### src/rtl/lobby_audio_pkg.sv
// Shared types and default sizing for the lobby melody player.
// The sequencer state encoding lives here so the player and its bench agree on it.
package lobby_audio_pkg;

  typedef enum logic [1:0] {
    IDLE,
    FETCH,
    WAIT,
    PLAY
  } state_t;

  localparam int unsigned DEF_BEAT_CYCLES = 2500000;
  localparam int unsigned DEF_SONG_LEN    = 1000;
  localparam int unsigned DEF_ADDR_W      = 10;
  localparam int unsigned DEF_HP_W        = 19;

  localparam logic signed [31:0] DEF_AMPLITUDE = 32'sd10000000;

endpackage

### src/rtl/square_osc.sv
// Square-wave phase generator: toggles phase every half_period enabled cycles.
// A half_period of 0 is a rest; the counter freezes and rest is flagged.
module square_osc
  import lobby_audio_pkg::*;
#(
  parameter int unsigned HP_W = DEF_HP_W
) (
  input  logic            clk,
  input  logic            reset,
  input  logic            clear,
  input  logic            enable,
  input  logic [HP_W-1:0] half_period,
  output logic            phase,
  output logic            rest
);

  logic [HP_W-1:0] count;

  assign rest = (half_period == '0);

  // clear starts every note on the positive half of the wave
  always_ff @(posedge clk) begin
    if (reset) begin
      count <= '0;
      phase <= 1'b0;
    end else if (clear) begin
      count <= '0;
      phase <= 1'b1;
    end else if (enable && !rest) begin
      if (count == half_period - HP_W'(1)) begin
        count <= '0;
        phase <= ~phase;
      end else begin
        count <= count + HP_W'(1);
      end
    end
  end

endmodule

### src/rtl/lobby_melody_player.sv
// Lobby music sequencer: walks an external note ROM at a fixed beat rate and
// feeds a +/-AMPLITUDE square wave straight into the audio controller FIFO.
module lobby_melody_player
  import lobby_audio_pkg::*;
#(
  parameter int unsigned       BEAT_CYCLES = DEF_BEAT_CYCLES,
  parameter int unsigned       SONG_LEN    = DEF_SONG_LEN,
  parameter int unsigned       ADDR_W      = DEF_ADDR_W,
  parameter int unsigned       HP_W        = DEF_HP_W,
  parameter logic signed [31:0] AMPLITUDE  = DEF_AMPLITUDE
) (
  input  logic                CLOCK_50,
  input  logic                reset,
  input  logic                play,
  output logic [ADDR_W-1:0]   rom_addr,
  input  logic [HP_W-1:0]     rom_data,
  input  logic                audio_out_allowed,
  output logic                write_audio_out,
  output logic signed [31:0]  left_sample,
  output logic signed [31:0]  right_sample,
  output logic                playing,
  output logic                song_done
);

  localparam int unsigned       BEAT_W    = (BEAT_CYCLES > 1) ? $clog2(BEAT_CYCLES) : 1;
  localparam logic [BEAT_W-1:0] BEAT_LAST = BEAT_W'(BEAT_CYCLES - 1);
  localparam logic [ADDR_W-1:0] ADDR_LAST = ADDR_W'(SONG_LEN - 1);

  state_t             state;
  state_t             state_next;
  logic [ADDR_W-1:0]  addr;
  logic [BEAT_W-1:0]  beat;
  logic [HP_W-1:0]    half_period;
  logic signed [31:0] sample;
  logic               halt;
  logic               beat_end;
  logic               osc_clear;
  logic               osc_enable;
  logic               phase;
  logic               rest;

  // Dropping play behaves exactly like reset, so both collapse into one clear
  assign halt     = reset | ~play;
  assign beat_end = (state == PLAY) && (beat == BEAT_LAST);

  always_ff @(posedge CLOCK_50) begin
    if (reset) begin
      state <= IDLE;
    end else begin
      state <= state_next;
    end
  end

  always_comb begin
    state_next = state;
    if (!play) begin
      state_next = IDLE;
    end else begin
      unique case (state)
        IDLE:    state_next = FETCH;
        FETCH:   state_next = WAIT;
        WAIT:    state_next = PLAY;
        PLAY:    state_next = beat_end ? FETCH : PLAY;
        default: state_next = IDLE;
      endcase
    end
  end

  always_comb begin
    playing         = (state == PLAY);
    write_audio_out = audio_out_allowed & (state == PLAY);
    song_done       = beat_end && (addr == ADDR_LAST) && !halt;
    osc_clear       = (state == WAIT);
    osc_enable      = (state == PLAY);
  end

  always_ff @(posedge CLOCK_50) begin
    if (halt) begin
      addr        <= '0;
      beat        <= '0;
      half_period <= '0;
      sample      <= '0;
    end else begin
      if (state == WAIT) begin
        half_period <= rom_data;
      end
      if (state == PLAY) begin
        if (beat_end) begin
          beat <= '0;
          addr <= (addr == ADDR_LAST) ? '0 : addr + ADDR_W'(1);
        end else begin
          beat <= beat + BEAT_W'(1);
        end
      end
      if ((state == PLAY) && !rest) begin
        sample <= phase ? AMPLITUDE : -AMPLITUDE;
      end else begin
        sample <= '0;
      end
    end
  end

  square_osc #(
    .HP_W (HP_W)
  ) u_osc (
    .clk         (CLOCK_50),
    .reset       (halt),
    .clear       (osc_clear),
    .enable      (osc_enable),
    .half_period (half_period),
    .phase       (phase),
    .rest        (rest)
  );

  assign rom_addr     = addr;
  assign left_sample  = sample;
  assign right_sample = sample;

endmodule

### config.mk
export PLATFORM = sky130hd
export DESIGN_NAME = lobby_melody_player
export DESIGN_NICKNAME = d
export VERILOG_FILES = /design/src/rtl/lobby_audio_pkg.sv /design/src/rtl/square_osc.sv /design/src/rtl/lobby_melody_player.sv
export SDC_FILE = /design/constraint.sdc
export NUM_CORES = 1
export LEC_CHECK = 0
export BUFFER_PORTS_ARGS = -buffer_cell sky130_fd_sc_hd__buf_2
export CAP_MARGIN = 15
export CORE_ASPECT_RATIO = 2
export CORE_MARGIN = 8
export CORE_UTILIZATION = 50
export DETAILED_ROUTE_END_ITERATION = 6
export MAX_ROUTING_LAYER = met4
export PLACE_DENSITY = 0.75
export SETUP_SLACK_MARGIN = 0.3
export SYNTH_ARGS = -nofsm -noshare
export SYNTH_HDL_FRONTEND = slang
export SYNTH_SLANG_ARGS = --single-unit
### constraint.sdc
create_clock -name CLOCK_50 -period 3.51 [get_ports CLOCK_50]
set_input_delay 0.351 -clock CLOCK_50 [delete_from_list [all_inputs] [get_ports CLOCK_50]]
set_output_delay 0.351 -clock CLOCK_50 [all_outputs]
set_load 0.02 [all_outputs]
* Word level (Yosys, flattened, before mapping)
Cells that the tools add are included.
Storage, ports and cells: flip-flop bits (word level) 105, input bits 23
Cells by class: add/sub/neg operators 4, equality and inequality tests 6, mux-type cells 9, bitwise operators 5, reduce and logical (&&, ||, !) cells 15
Operators with widths (number):
- 32-bit 2-to-1 mux | 1
- 22-bit by 1-bit adder with 22-bit output (second input constant) | 1
- 22-bit == test (second input constant) | 1
- 22-bit 2-to-1 mux | 1
- 19-bit by 1-bit adder with 19-bit output (second input constant) | 1
- 19-bit == test | 1
- 19-bit zero test | 1
- 19-bit 2-to-1 mux | 1
- 19-bit by 1-bit subtractor with 19-bit output (second input constant) | 1
- 10-bit by 1-bit adder with 10-bit output (second input constant) | 1
- 10-bit == test (second input constant) | 1
- 10-bit 2-to-1 mux | 1
- 2-bit one-hot mux with 4 select lines | 1
- 2-bit OR reduction | 3
- 2-bit == test (second input constant) | 2
- 1-bit logical AND | 4
- 2-bit AND reduction | 2
- 2-bit nonzero test | 2
- 1-bit 2-to-1 mux | 3
- 1-bit NOT | 3
- 2-bit by 1-bit == test with 1-bit output (second input constant) | 1
- 1-bit zero test | 2
- 2-bit zero test | 1
- 2-bit 2-to-1 mux | 1
- 2 further kinds | 2

* Logic depth before layout (Yosys ltp)
depth after elaboration 5, depth in mapped cells 12

* By module
A second synthesis with hierarchy kept.
Unflattened totals: cell total of the unflattened synthesis 571, area total of the unflattened synthesis 4529.3 um^2
Modules (own cells, without submodules):
- lobby_melody_player | times used 1, cells each 354, area an instance 2829.0 um^2, seq. area each 1121.1 um^2
- square_osc | times used 1, cells each 217, area an instance 1700.4 um^2, seq. area each 400.4 um^2

* Worst setup path before layout
Ideal clock, no wire load.
kind register -> register, from reg half_period[0], to reg u_osc.count[0], library setup time 132 ps, arrival 2651 ps, setup slack 727 ps, cell stages (with the launch flop) 12, period minus slack after synthesis 2783 ps, cell sequence dfxtp_1 clkbuf_1 inv_1 ha_1 or3b_2 a222oi_1 o2111ai_1 a2111oi_1 nand4_2 nor2_4 buf_4 nor3_1
Between the ends: word-level cells in the longest chain between the ends 3, elaborated cells on any way between the ends 6, those cells by class 1 x add/sub; 1 x eq/ne; 1 x mux; 3 x reduce/logical
RTL lines:
- start, declared | RTL line lobby_melody_player.sv:33 | logic [HP_W-1:0] half_period;
- start signal, assigned | RTL line lobby_melody_player.sv:85 | half_period <= rom_data;
- 19-bit by 1-bit subtractor with 19-bit output / 19-bit zero test (equally long branches) | RTL line square_osc.sv:30, square_osc.sv:19
- 19-bit == test / 1-bit zero test (equally long branches) | RTL line square_osc.sv:30, square_osc.sv:29
- 19-bit 2-to-1 mux / 1-bit logical AND (equally long branches) | RTL line square_osc.sv:30, square_osc.sv:29
- end signal, assigned | RTL line square_osc.sv:34 | count <= count + HP_W'(1);
- end, declared | RTL line square_osc.sv:17 | logic [HP_W-1:0] count;
Parallel ways exist; a longest one is shown, timed or not. A chain may end at the register's enable or synchronous reset.

* Final worst setup path
from reg half_period[0], to reg u_osc.phase
Between the ends: word-level cells in the longest chain between the ends 5, elaborated cells on any way between the ends 8, those cells by class 1 x add/sub; 1 x eq/ne; 6 x reduce/logical
RTL lines:
- parallel branches: the longest is 4 deep, another holds 19-bit by 1-bit subtractor with 19-bit output
- 2-bit AND reduction (no line) (*)
- end signal, assigned | RTL line square_osc.sv:32 | phase <= ~phase;
- end, declared | RTL line square_osc.sv:13 | output logic phase,
Every way passes the cells marked *.

==> flow_summary.ini <==
[die]
dieWidth_um = 82.1
die_h_um = 148
rows = 48
initial_core_util = 0.508
core-area_um2 = 8590
die_area_um2 = 12200
num_io_pins = 100

[logic_synthesis]
syn_area_um2 = 4360
syn_avg_cell_area_um2 = 8.13
yosysWarnings = 0
synth_edf_count = 0
ys_types = 55
synthFlopType = dfxtp_1
synth.ff_latch_count = 76
yosysSeqAreaShare = 0.349
async_flop_share = 0
synthCells = 537

[drt]
drt_iter0_markers = 174
via_per_inst = 5.48
drtAntennaViolNets = 0
wl_mm = 11.2
wire_per_inst_um = 16.5
drcViolationCount = 0
num_vias = 3711
dr.pass1.iters = 4

[place]
io_buffers = 85
place_congestion = 0.918
dp_cells = 660
place_area_um2 = 4460
pre_cts_ws_ps = 479
post-dp-hpwl_mm = 8.53

[grt]
antenna_found_initial = 0
grt_pass1_vias = 3803
grt_use_total = 0.194
grt_overflow = 0
grt_pass1_wl_mm = 18.1
grt_max_degree = 35

[setup_path]
slowest_stage = or3b_2
cp.arrival_ps = 3200
path_class = reg -> reg
critical_path.startpoint_type = flop
crit_path_end_kind = flop
slowest_delay_ps = 500
crit_fanout = 8
crit_chain = inv_1 -> ha_1 -> or3b_2 -> a222oi_1 -> o2111ai_1 -> a2111oi_2 -> nand4_2 -> or3_1 -> a31oi_1
crit_required_ps = 3770
r2r_start = half_period[0]$_SDFFE_PP0P_
startpoint = half_period[0]$_SDFFE_PP0P_

[sta]
drv_slew = 0
tns_ps = 0
setup_viol = 0
setup_ws_ps = 563
slew_headroom = 0.353
skew_ps = 8.76
min_period_over_period = 0.840
hold_violations = 0
tightest_slew_ps = 965
hold_ws_ps = 250
min_period_ps = 2950
timing.fmax_mhz = 339
grt_setup_unrepaired = false

[clocking]
cts_sinks = 76
clkLatencyLatePin_ps = 330
cts.htree.levels = 3
clk_pin_slew_ps = 60
cts_hold_buf = 0
cts_tree = done
cts-root-buf = clkbuf_16
clockBufferDepth = 2
cts_buffers = 9

[power_and_ir_drop]
ir_drop_mv = 0.407
combPwrFrac = 0.046
power_density_nw_per_um2 = 412
leakagePower_nw = 2.00
finalPower_mw = 1.99
sequentialPowerShare = 0.439
p_sw_frac = 0.208
switchingPower_mw = 0.413
p_int_mw = 1.57
clockPowerShare = 0.515

[final_layout]
stdcell_count = 677
stdcell_area_um2 = 4820
syn2layout_area_growth_pct = 10.4
drive_above_1_share = 0.205
fin_util = 0.561
num_antenna_cells = 0
num-nets-final = 599

[run_status]
status = finished, final reports clean

[min_path]
hold_path_class = in -> reg
hp-start = rom_data[7]

[job]
cap_violations = 0
-- final timing paths --
kind	slack (ps)	endpoint	cells past startpoint
worst max-delay path	560	u_osc.phase$_SDFFE_PP0P_	9
worst min-delay path	250	half_period[7]$_SDFFE_PP0P_	3
worst max register to register	560	u_osc.phase$_SDFFE_PP0P_	9
worst min register to register	490	half_period[18]$_SDFFE_PP0P_	2
-- cell usage in the layout (no fill, tap or decap), drive strengths merged, types with 8 or more instances in the layout --
cell type / Yosys / routed
nor2: 55 / 55
clkbuf: 13 / 12
o21ai: 10 / 10
nand3: 18 / 18
and3: 17 / 17
a21oi: 25 / 25
inv: 10 / 10
xor2: 37 / 37
nand4: 16 / 16
conb: 1 / 14
nand2: 64 / 64
dfxtp: 76 / 76
buf: 67 / 91
nor3: 29 / 29
xnor2: 27 / 27
or3: 8 / 8
-- critical path: cells and delay by family (launching register included) --
| kind | cells | cell delay, ps |
|---|---|---|
| compound gates | 4 | 1070 |
| fa+ha+maj | 1 | 280 |
| buf+inv | 1 | 90 |
| flops | 1 | 380 |
| simple gates | 3 | 1040 |
-- power by group through the flow --
| stage | sequential, mW | clock, mW | combinational [mW] |
|---|---|---|---|
| global route | 0.871 | 1.09 | 0.100 |
| global placement | 0.889 | 0 | 0.0889 |
| detailed placement | 0.890 | 0 | 0.0903 |
| floorplan | 0.888 | 0 | 0.0765 |
| finish | 0.871 | 1.02 | 0.0917 |
| CTS | 0.871 | 1.05 | 0.0908 |
-- synthesized netlist by cell type (7+ instances only) --
cell type / n / share of area
inv_1: 10 / 0.0086
buf_4: 63 / 0.11
xnor2_1: 27 / 0.054
nor2_1: 54 / 0.046
xor2_1: 37 / 0.074
a21oi_1: 25 / 0.029
dfxtp_1: 76 / 0.35
o21ai_0: 9 / 0.010
and3_1: 17 / 0.024
nand2_1: 64 / 0.055
nor3_1: 29 / 0.033
nand4_1: 15 / 0.022
or3_1: 7 / 0.010
clkbuf_1: 13 / 0.011
nand3_1: 17 / 0.019
-- routing by layer --
layer  share of wire  global-route usage
met1            0.34               0.171
met4           0.044               0.121
met5               0                   -
met3           0.029              0.0399
met2            0.58               0.353
-- sequential cells by signal (all words and copies together), names as in the netlist --
register,cells
beat,22
half_period,19
left_sample,3
rom_addr,10
state,2
u_osc.count,19
u_osc.phase,1
-- logic make-up (layout without fill, tap and decap cells) --
group                      count (synthesis)  after routing  synth area share
DFF                                       76             76             0.349
muxes                                      4              4           0.00946
buffers and inverters                     90            117             0.133
other                                      1             14          0.000859
and+or+nand+nor                          245            245             0.289
xor gates and xnor gates                  64             64             0.128
adders and majority gates                  4              4            0.0115
AOI/OAI and AO/OA                         53             53            0.0788
-- final cells by class --
type / count / area [um^2]
clock buffers: 12 / 267
clock inverters: 4 / 70.1
fillers: 812 / 3770
inverters: 10 / 37.5
multi-input cells: 384 / 2310
flip-flops and latches: 76 / 1520
well taps: 100 / 125
repair buffers: 91 / 483
-- timing repair --
| action | 4_1_cts | 5_1_grt |
|---|---|---|
| setup buffers | 0 | 1 |
| gates resized for setup | 0 | 1 |
| endpoints found under the setup margin | 0 | 20 |
(Power assumes the default switching activity.)
